`src/rtl/hir_arith_pkg.sv`:
```
// Shared arithmetic helpers for HIR-generated datapaths: default data
// width and the round-robin index step used by resource arbiters.
package hir_arith_pkg;

  localparam int HIR_DATA_W = 32;

  // Next requester index in round-robin order, wrapping to 0 after num-1.
  // The {valid, idx} tag struct lives in each arbiter, where the index
  // width is known from its own NUM_REQ.
  function automatic int unsigned rr_next(input int unsigned idx,
                                          input int unsigned num);
    return (idx + 32'd1 >= num) ? 32'd0 : idx + 32'd1;
  endfunction

endpackage

```
`src/rtl/mult_pipe.sv`:
```
// Unsigned multiplier followed by a LATENCY-deep register chain. The product
// is truncated to DATA_W bits. LATENCY = 0 gives a purely combinational
// product, so a consumer can append its own output register.
module mult_pipe #(
  parameter int DATA_W  = 32,
  parameter int LATENCY = 1
) (
  input  logic              clk,
  input  logic              rstn,
  input  logic [DATA_W-1:0] in1,
  input  logic [DATA_W-1:0] in2,
  output logic [DATA_W-1:0] out
);

  logic [DATA_W-1:0] w_prod;
  logic              w_unused_rstn;

  // Data registers carry no reset; validity is tracked by the consumer.
  assign w_unused_rstn = rstn;
  assign w_prod        = in1 * in2;

  if (LATENCY == 0) begin : g_comb
    assign out = w_prod;
  end else begin : g_regs
    logic [DATA_W-1:0] r_stage [LATENCY];

    // Shift the product down the chain one stage per cycle.
    // NOTE: data-only pipeline registers are left unreset on purpose; a
    // separately reset valid bit decides whether their contents are used.
    always_ff @(posedge clk) begin
      r_stage[0] <= w_prod;
      for (int k = 1; k < LATENCY; k++) begin
        r_stage[k] <= r_stage[k-1];
      end
    end

    assign out = r_stage[LATENCY-1];
  end

endmodule

```
`src/rtl/mult_share_arbiter.sv`:
```
// Round-robin arbiter sharing one pipelined multiplier among NUM_REQ
// requesters. One grant per cycle; the product for a grant at cycle t is
// presented with a one-cycle rsp_valid pulse at cycle t+LATENCY.
module mult_share_arbiter
  import hir_arith_pkg::*;
#(
  parameter int NUM_REQ = 4,
  parameter int DATA_W  = HIR_DATA_W,
  parameter int LATENCY = 2
) (
  input  logic                           clk,
  input  logic                           rstn,
  input  logic [NUM_REQ-1:0]             req,
  input  logic [NUM_REQ-1:0][DATA_W-1:0] in1,
  input  logic [NUM_REQ-1:0][DATA_W-1:0] in2,
  output logic [NUM_REQ-1:0]             gnt,
  output logic [NUM_REQ-1:0]             rsp_valid,
  output logic [DATA_W-1:0]              rsp_data,
  output logic                           busy
);

  localparam int IDX_W = $clog2(NUM_REQ);

  typedef struct packed {
    logic             valid;
    logic [IDX_W-1:0] idx;
  } tag_t;

  logic [IDX_W-1:0]  r_ptr;
  tag_t              r_tag   [LATENCY];
  tag_t              w_tag_d [LATENCY];
  logic [DATA_W-1:0] r_rsp_data;
  logic              w_gnt_any;
  logic [IDX_W-1:0]  w_gnt_idx;
  logic [DATA_W-1:0] w_op_a;
  logic [DATA_W-1:0] w_op_b;
  logic [DATA_W-1:0] w_prod;

  // Grant the first requesting index found searching from r_ptr upward.
  // NOTE: every output of a combinational block gets a default first, so
  // no path through it can leave a value held and infer a latch.
  always_comb begin
    logic [IDX_W-1:0] v_idx;
    gnt       = '0;
    w_gnt_any = 1'b0;
    w_gnt_idx = '0;
    v_idx     = r_ptr;
    for (int k = 0; k < NUM_REQ; k++) begin
      if (!w_gnt_any && req[v_idx]) begin
        w_gnt_any = 1'b1;
        w_gnt_idx = v_idx;
      end
      v_idx = IDX_W'(rr_next(32'(v_idx), NUM_REQ));
    end
    if (!rstn) begin
      w_gnt_any = 1'b0;
    end
    gnt[w_gnt_idx] = w_gnt_any;
  end

  // Advance the pointer just past the winner; hold it when nobody is granted.
  // NOTE: clocked state uses non-blocking assignment so every register
  // samples pre-edge values regardless of statement or process order.
  always_ff @(posedge clk) begin
    if (!rstn) begin
      r_ptr <= '0;
    end else if (w_gnt_any) begin
      r_ptr <= IDX_W'(rr_next(32'(w_gnt_idx), NUM_REQ));
    end
  end

  assign w_op_a = in1[w_gnt_idx];
  assign w_op_b = in2[w_gnt_idx];

  // The arbiter's output register is the last product stage, so the shared
  // multiplier only provides the first LATENCY-1 stages.
  mult_pipe #(
    .DATA_W  (DATA_W),
    .LATENCY (LATENCY - 1)
  ) u_mult (
    .clk  (clk),
    .rstn (rstn),
    .in1  (w_op_a),
    .in2  (w_op_b),
    .out  (w_prod)
  );

  // Next value of each tag stage: a new tag enters stage 0, the rest shift.
  always_comb begin
    w_tag_d[0] = '{valid: w_gnt_any, idx: w_gnt_idx};
    for (int k = 1; k < LATENCY; k++) begin
      w_tag_d[k] = r_tag[k-1];
    end
  end

  // Tag pipeline; reset discards every in-flight operation.
  always_ff @(posedge clk) begin
    if (!rstn) begin
      for (int k = 0; k < LATENCY; k++) begin
        r_tag[k] <= '0;
      end
    end else begin
      for (int k = 0; k < LATENCY; k++) begin
        r_tag[k] <= w_tag_d[k];
      end
    end
  end

  // Capture the product only when a valid tag reaches the output stage.
  always_ff @(posedge clk) begin
    if (!rstn) begin
      r_rsp_data <= '0;
    end else if (w_tag_d[LATENCY-1].valid) begin
      r_rsp_data <= w_prod;
    end
  end

  // Decode the output tag; responses due while reset is low are suppressed.
  always_comb begin
    rsp_valid = '0;
    if (rstn && r_tag[LATENCY-1].valid) begin
      rsp_valid[r_tag[LATENCY-1].idx] = 1'b1;
    end
  end

  // Busy while any tag stage holds a live operation.
  always_comb begin
    busy = 1'b0;
    for (int k = 0; k < LATENCY; k++) begin
      busy = busy | r_tag[k].valid;
    end
  end

  assign rsp_data = r_rsp_data;

endmodule

```
`config.mk`:
```
export PLATFORM = sky130hd
export DESIGN_NAME = mult_share_arbiter
export DESIGN_NICKNAME = d
export VERILOG_FILES = /design/src/rtl/hir_arith_pkg.sv /design/src/rtl/mult_pipe.sv /design/src/rtl/mult_share_arbiter.sv
export SDC_FILE = /design/constraint.sdc
export NUM_CORES = 1
export LEC_CHECK = 0
export CAP_MARGIN = 15
export CORE_MARGIN = 2
export CORE_UTILIZATION = 45
export CTS_CLUSTER_DIAMETER = 100
export DETAILED_ROUTE_END_ITERATION = 10
export GPL_ROUTABILITY_DRIVEN = 0
export PLACE_DENSITY = 0.79
export SLEW_MARGIN = 25
export SYNTH_ARGS = -nofsm -noshare
export SYNTH_HDL_FRONTEND = slang
export SYNTH_SLANG_ARGS = --single-unit
```
`constraint.sdc`:
```
create_clock -name clk -period 19.9 [get_ports clk]
set_input_delay 5.97 -clock clk [delete_from_list [all_inputs] [get_ports clk]]
set_output_delay 5.97 -clock clk [all_outputs]
set_load 0.02 [all_outputs]
```
==> metrics.txt <==
Hold Vio Cnt, Final=0; Hold Crit Class=reg -> reg; Max-slew headroom=0.208; dpl hpwl=52,200 um; Worst setup EP type=flip-flop; Buf/Inv on CP=6; DRC=0; crit path kind=in -> reg; RSZ-0062 raised after global routing=no; vias in the first global route=18.6k; most frequent cells in the layout=408 x fa_1, 407 x inv_1, 400 x nor2_1, 302 x clkdlybuf4s50_1, 153 x mux2i_1; DP Area=23,500 um^2; clock transition at the registers of the reported paths=0.06 ns; die area=46,300 um^2; Antenna Nets Post-Route=0; CP startpoint kind=primary input; commonest non-fill, non-tap cell in the layout=fa_1; layout cells sized above 1=0.0626; Fillers=3,894; Max FO, Critical Path=66; adder-cell share of the synthesized area=0.487; max-slew violations=0; clk buf depth=2; core area=44,100 um^2; Crit-path slowest cell=mux2i_1; Final TNS setup=0 ns; Design Area, Final=23,800 um^2; via count=16.7k; mux share of post-synthesis cell area=0.104; Fin Clk Skew=0.0119 ns; status=finished, final reports clean; largest family of logic cells by synthesized area=adder cells; CTS Sinks=72; final wirelength=64,500 um; synth warn=0; total of max-cap violations=0; top cells by area, synth=fa_1 41%, ha_1 8.0%, mux2i_1 7.8%; Arr. time, crit path=16.96 ns; H-tree lvl count=3; CTS tree=done; crit share post-route=0.841; Post-Place Worst Slack=3.01 ns; post-synthesis cell count=2,242; Compound-Gate Fraction of Synth Area=0.0334; diode count=0; Yosys reg bits=72; Resize count post-CTS=0; cell family with most CP delay=adder cells; Fmax=0.0598 GHz; crit-path most repeated cell=fa_1; root buffer cell=clkbuf_16; setup slack after layout=3.17 ns; simple-gate area share of the yosys netlist=0.160; post-synth top area share=0.407; actual slew at the worst max-slew pin=1.15 ns; grt total ovfl=0; # IOs=303; Finish-stage setup viols=0; Syn-to-layout area delta=18.4%; Die W=215 um; Cell variety after synth=60; CTS buffer count=9; Seq/Total Area, Yosys=0.0718; Initial Util=0.455; initial antenna violation count=1; Synth Area in XOR/XNOR=0.0381; Crit path required time=20.12 ns; syn nets=3,040; shortest period the worst path allows=16.73 ns; Pre-antenna DRT Iters=6; number of flops mapped to enable cells by yosys=0; drt wl/cell=21.0 um; # port buffers=302; first-pass GRT wire length=102,000 um; Nets=3,272; Mapped Area=20,100 um^2; ys async rst share=0; Via density=5.45; Max stage delay on crit path=0.76 ns; hold buffer count at cts=0; clock latency on the worst-skew pair=0.35 ns; largest net degree at the start of global routing=80; GRT Resource Usage Total=0.287; Initial DRC Count=1,614; Post-CTS Setup Bufs=0; num rows=77; Mapped Avg Cell Area=8.95 um^2; die height=215 um; Top FF cell, synth=dfxtp_1; area leader, netlist=fa_1
layer usage:
layer / wire length [um] / track usage / vias to the layer above
met1: 23400 / 0.341 / 8220
met5: 0 / 0 / -
met4: 3410 / 0.131 / 0
li1: - / - / 7211
met2: 30400 / 0.478 / 1043
met3: 7300 / 0.0868 / 252
Yosys cell counts, drive strengths merged (2+ instances only):
library cell	n
xnor2	66
o31ai	3
a21oi	25
and3	6
clkbuf	71
nand2	152
xnor3	4
nand3	19
inv	408
ha	128
a31oi	3
nor3	6
a311oi	2
mux2	43
xor2	11
mux2i	157
a21boi	2
o21bai	3
or3	3
nand3b	2
and2	10
a21o	13
o21ai	31
nor2b	39
o21a	5
or2	52
a221oi	2
a211oi	2
a31o	2
o211ai	3
dfxtp	72
nand2b	41
nor2	402
fa	408
buf	35
area by class of cell:
type | count | area, um^2 | area share
flip-flops and latches | 72 | 1440 | 0.0607
inverters | 408 | 1540 | 0.0647
well taps | 592 | 741 | 0.0312
clock buffers | 10 | 239 | 0.0101
multi-input cells | 1656 | 16500 | 0.696
repair buffers | 327 | 3210 | 0.135
clock inverters | 5 | 57.6 | 0.00242
path summary, 6_finish.rpt:
check                                              end  cells past startpoint  slack [ns]              startpoint
setup / recovery  u_mult.g_regs.r_stage[0][31]$_DFF_P_                     27        3.17                  req[3]
setup reg to reg  u_mult.g_regs.r_stage[0][31]$_DFF_P_                     27        8.53   r_ptr[0]$_SDFFE_PN0P_
hold reg to reg                 r_tag[0][4]$_SDFF_PN0_                      1        0.44  r_tag[0][1]$_SDFF_PN0_
hold / removal                  r_tag[0][4]$_SDFF_PN0_                      1        0.44  r_tag[0][1]$_SDFF_PN0_
kinds of logic (layout without fill, tap and decap cells):
logic type	Yosys count	after routing
AND/OR/NAND/NOR	736	736
adder cells (fa/ha/maj)	536	536
buffers and inverters	514	750
multiplexers	201	201
AO/OA/AOI/OAI	102	102
XOR/XNOR	81	81
flip-flops	72	72
worst register-to-register path: cells and delay by family, from the launching register on:
kind / cells / cell delay [ns]
AO/OA/AOI/OAI: 4 / 1.30
multiplexers: 1 / 0.77
buffers and inverters: 5 / 1.61
adder cells (fa/ha/maj): 10 / 4.56
XOR/XNOR: 1 / 0.44
AND/OR/NAND/NOR: 6 / 1.91
flip-flops: 1 / 0.64
registers in the layout, indices dropped and copies added, names as in the netlist:
signal,cells
u_mult.g_regs.r_stage,32
rsp_data,32
r_ptr,2
r_tag,6
stage by stage:
step,util,std cells,hold slack (ns)
2_1_floorplan,-,2242,0.412
3_3_place_gp,0.531,3055,0.414
3_5_place_dp,0.532,3055,0.419
4_1_cts,0.538,3070,0.437
5_1_grt,0.539,3070,0.440
6_report,0.539,3070,0.435
Power is not shown: default switching activity piles up to over one toggle a cycle in this logic, so the estimate is an artifact.
==> variant 1: new RTL, same settings <==
`LATENCY`: 2 -> 4.
--- a/src/rtl/mult_share_arbiter.sv
+++ b/src/rtl/mult_share_arbiter.sv
@@ -6,7 +6,7 @@
 #(
   parameter int NUM_REQ = 4,
   parameter int DATA_W  = HIR_DATA_W,
-  parameter int LATENCY = 2
+  parameter int LATENCY = 4
 ) (
   input  logic                           clk,
   input  logic                           rstn,
Check against the original RTL: not equivalent (a bounded check fails within 4 cycles, from zero or initial values and one cycle with rstn low).
==> variant 1 against the original RTL <==
- area after synthesis increased by 7.3%
- wire length is 3.7% higher
- worst hold slack lost 0.13 ns
- via count rose by 3.7%
- worst setup slack worse by 0.11 ns
- global-route usage shrank 0.85 points
- sequential cell count rose by 70
- non-clock buffer count shrank 9
- count of clock-buffer cells in the layout rose by 8
- design area rose by 7.4%
Power is not shown: default switching activity piles up to over one toggle a cycle in this logic, so the estimate is an artifact.
==> variant 1: results (changes against the original RTL) <==
metric	value	unit	change
final_nets	3326		+1.7%
drt_first_pass_iters	6		unchanged
ys_seq_area_share	13.2	%	+6.0 points
largest_reg_flops	96		
layout-drive-gt1-share	6.10	%	-0.16 points
wl_per_cell	21.2	um	+0.81%
tritoncts.num_buffers	17		+8
port_buffers	302		unchanged
crit_family	adder cells		
num_rows	80		+3.9%
clock_latency	0.44	ns	+0.09 ns
clockRootBuffer	clkbuf_16		
synth_common_cells	417 x inv_1, 408 x fa_1, 385 x nor2_1		
outcome	complete, no violations		
syn-num-nets	3096		+1.8%
cts_resized	0		unchanged
ys.flop_type	dfxtp_1		
grt_usage	27.8	%	-0.85 points
yosys.cell_types.count	61		+1.7%
grt_pass1_wl	105000	um	+2.9%
vias_per_cell	5.49		+0.79%
post_cts_buffers	0		unchanged
clk_pin_slew	0.08	ns	+0.02 ns
cp_slowest_cell	nand2_1		
dp_hpwl	54200	um	+3.9%
h-tree-depth	4		+1
relSlewSlack	30.3	%	+9.5 points
cts_buffer_depth	2		unchanged
grt_max_degree	62		-23%
fill_cells	4050		+4.0%
slowest_delay	0.66	ns	-0.10 ns
drtIter0Drc	1616		+0.12%
grt_antenna_before_repair	2		+1
yosys-top-cells-area	fa_1 38%, dfxtp_1 13%, ha_1 7.4%		
skew	0.0192	ns	+0.00733 ns
cp_max_fo	45		-32%
grt_pass1_vias	19080		+2.8%
async_flop_share	0	%	unchanged
min_path_type	flop to flop		
regMostFlops	u_mult.g_regs.r_stage		
[variant 1: layout make-up]
class                           instances  area [um^2]  area share (%)
Inverter                              420         1580            6.19
Clock buffer                           18          439            1.72
Sequential cell                       142         2850            11.2
Multi-Input combinational cell       1629        16600            65.1
Tap cell                              615          769            3.01
Clock inverter                         14          126           0.495
Antenna cell                            3         7.51          0.0294
Timing Repair Buffer                  318         3140            12.3
[variant 1: worst paths after layout]
path | cells past startpoint | slack (ns) | to | startpoint
worst max-delay path | 35 | 3.05 | u_mult.g_regs.r_stage[0][31]$_DFF_P_ | req[3]
worst min-delay path | 0 | 0.31 | u_mult.g_regs.r_stage[2][1]$_DFF_P_ | u_mult.g_regs.r_stage[1][1]$_DFF_P_
worst max register to register | 35 | 8.34 | u_mult.g_regs.r_stage[0][31]$_DFF_P_ | r_ptr[0]$_SDFFE_PN0P_
worst min register to register | 0 | 0.31 | u_mult.g_regs.r_stage[2][1]$_DFF_P_ | u_mult.g_regs.r_stage[1][1]$_DFF_P_
[variant 1: worst register-to-register path, delay by kind of cell, from the launching register on]
kind                     cells  cell delay, ns
buffers and inverters        6            1.44
AND/OR/NAND/NOR              6            2.31
adder cells (fa/ha/maj)      9            4.31
AO/OA/AOI/OAI                2            0.60
flip-flops                   1            0.46
XOR/XNOR                    11            2.18
multiplexers                 1            0.19
[variant 1: cell families after synthesis]
family | Yosys count | synth area share [%]
XOR/XNOR | 80 | 3.70
multiplexers | 203 | 9.87
AO/OA/AOI/OAI | 122 | 4.40
AND/OR/NAND/NOR | 688 | 13.7
buffers and inverters | 527 | 9.79
flip-flops | 142 | 13.2
adder cells (fa/ha/maj) | 536 | 45.4
[variant 1: per-stage QoR]
stage               worst slack (ns)  hold WS, ns  utilization, %  area (um^2)  std cells
finish                          3.05        0.307            53.8        25500       3159
global route                    2.45        0.312            53.8        25500       3156
CTS                             3.14        0.313            53.8        25500       3156
detailed placement              2.65        0.312            52.6        24900       3124
global placement                3.16        0.310            52.5        24900       3124
floorplan                       4.57        0.310               -        21500       2298
[variant 1: layer usage]
layer	global-route usage, %	up-vias	wire length, um
li1	-	7448	-
met1	33.3	8579	24600
met2	45.2	1015	30900
met3	8.46	304	7320
met4	14.7	0	4140
met5	0	-	0
==> variant 2: new RTL, same flow settings <==
Made on the original files. Reset style: asynchronous (`rstn`), changed in 3 clocked blocks.
--- a/src/rtl/mult_share_arbiter.sv
+++ b/src/rtl/mult_share_arbiter.sv
@@ -61,7 +61,7 @@
   // Advance the pointer just past the winner; hold it when nobody is granted.
   // NOTE: clocked state uses non-blocking assignment so every register
   // samples pre-edge values regardless of statement or process order.
-  always_ff @(posedge clk) begin
+  always_ff @(posedge clk or negedge rstn) begin
     if (!rstn) begin
       r_ptr <= '0;
     end else if (w_gnt_any) begin
@@ -94,7 +94,7 @@
   end
 
   // Tag pipeline; reset discards every in-flight operation.
-  always_ff @(posedge clk) begin
+  always_ff @(posedge clk or negedge rstn) begin
     if (!rstn) begin
       for (int k = 0; k < LATENCY; k++) begin
         r_tag[k] <= '0;
@@ -107,7 +107,7 @@
   end
 
   // Capture the product only when a valid tag reaches the output stage.
-  always_ff @(posedge clk) begin
+  always_ff @(posedge clk or negedge rstn) begin
     if (!rstn) begin
       r_rsp_data <= '0;
     end else if (w_tag_d[LATENCY-1].valid) begin
Behaviour: not the same (a bounded check fails within 4 cycles, from zero or initial values and one cycle with rstn low; the reset may be asserted at any time).
==> variant 2 against the original RTL <==
- wire length down 2.7%
- clock skew up 0.0033 ns
- register-to-register slack better by 0.10 ns
- die area down 0.33%
- critical endpoint is now u_mult.g_regs.r_stage[0][28]$_DFF_P_
- worst hold slack worse by 0.088 ns
- synthesized cell count down 4.7%
- highest routed layer unchanged
- design area about the same
- area after synthesis down 0.34%
- worst setup slack better by 0.19 ns
- sequential cell count unchanged
- critical path depth up 5
- largest cell class unchanged
Power is left out: the tool's default activity adds up to more than one toggle a clock period on the data nets, which glitch-free logic cannot reach.
==> variant 2: results (changes against the original RTL) <==
metric	value	unit	change
wl_met3	6660	um	-8.7%
grt.met1_usage	34.4	%	+0.34 points
rr_startpoint	r_ptr[0]$_DFFE_PN0P_		
skew	0.0152	ns	+0.00330 ns
area_share_clock_buf_inv	1.46	%	+0.21 points
synth_xor_area_share	3.96	%	+0.15 points
synth_mux_area_share	12.4	%	+2.0 points
outcome	complete, no violations		
multi_input_area_share	68.8	%	-0.75 points
multi_input_comb_cells	1561		-5.7%
use_met3	8.01	%	-0.67 points
layout-drive-gt1-share	8.90	%	+2.6 points
yosys-top-cells-area	fa_1 41%, ha_1 8.0%, inv_1 7.6%		
yosys.cell_types.count	61		+1.7%
num_antenna_cells	1		+1
synth_common_cells	408 x fa_1, 405 x inv_1, 349 x nor2_1		
wirelength	62800	um	-2.7%
placed_area	23400	um^2	-0.26%
regArea	1640	um^2	+14%
drtIter0Drc	1510		-6.4%
relSlewSlack	22.9	%	+2.1 points
timing.hold.ws	0.347	ns	-0.0883 ns
finalNonFillerCells	2964		-3.5%
r2r_slack	8.63	ns	+0.10 ns
core_area	44000	um^2	-0.22%
reg2reg_depth	33		+22%
reg2reg_to	u_mult.g_regs.r_stage[0][28]$_DFF_P_		
holdPathEnd	r_tag[0]$_DFF_PN0_		
ys_seq_area_share	8.21	%	+1.0 points
dp_hpwl	50900	um	-2.5%
arrival	16.82	ns	-0.14 ns
grt_usage	28.1	%	-0.61 points
final_area	23800	um^2	about the same
vias_per_cell	5.48		+0.54%
fill_cells	3804		-2.3%
==> variant 2: cell types whose count changed after synthesis, sizes merged, moves of 17 or more <==
cell,change
mux2,+46
or2,+17
nor2,-50
nor2b,-32
mux2i,-18
nand2,-45
dfxtp,-40
dfrtp,+40
==> variant 2: how the worst max path moves through the flow <==
stage                start                                   end  slack, ns  cells after the start
finish              req[3]  u_mult.g_regs.r_stage[0][28]$_DFF_P_       3.36                     32
global route        req[3]  u_mult.g_regs.r_stage[0][29]$_DFF_P_       2.85                     33
CTS                 req[3]  u_mult.g_regs.r_stage[0][28]$_DFF_P_       3.53                     32
floorplan           req[3]  u_mult.g_regs.r_stage[0][29]$_DFF_P_       4.59                     37
global placement    req[3]  u_mult.g_regs.r_stage[0][29]$_DFF_P_       3.50                     33
detailed placement  req[3]  u_mult.g_regs.r_stage[0][29]$_DFF_P_       3.19                     33
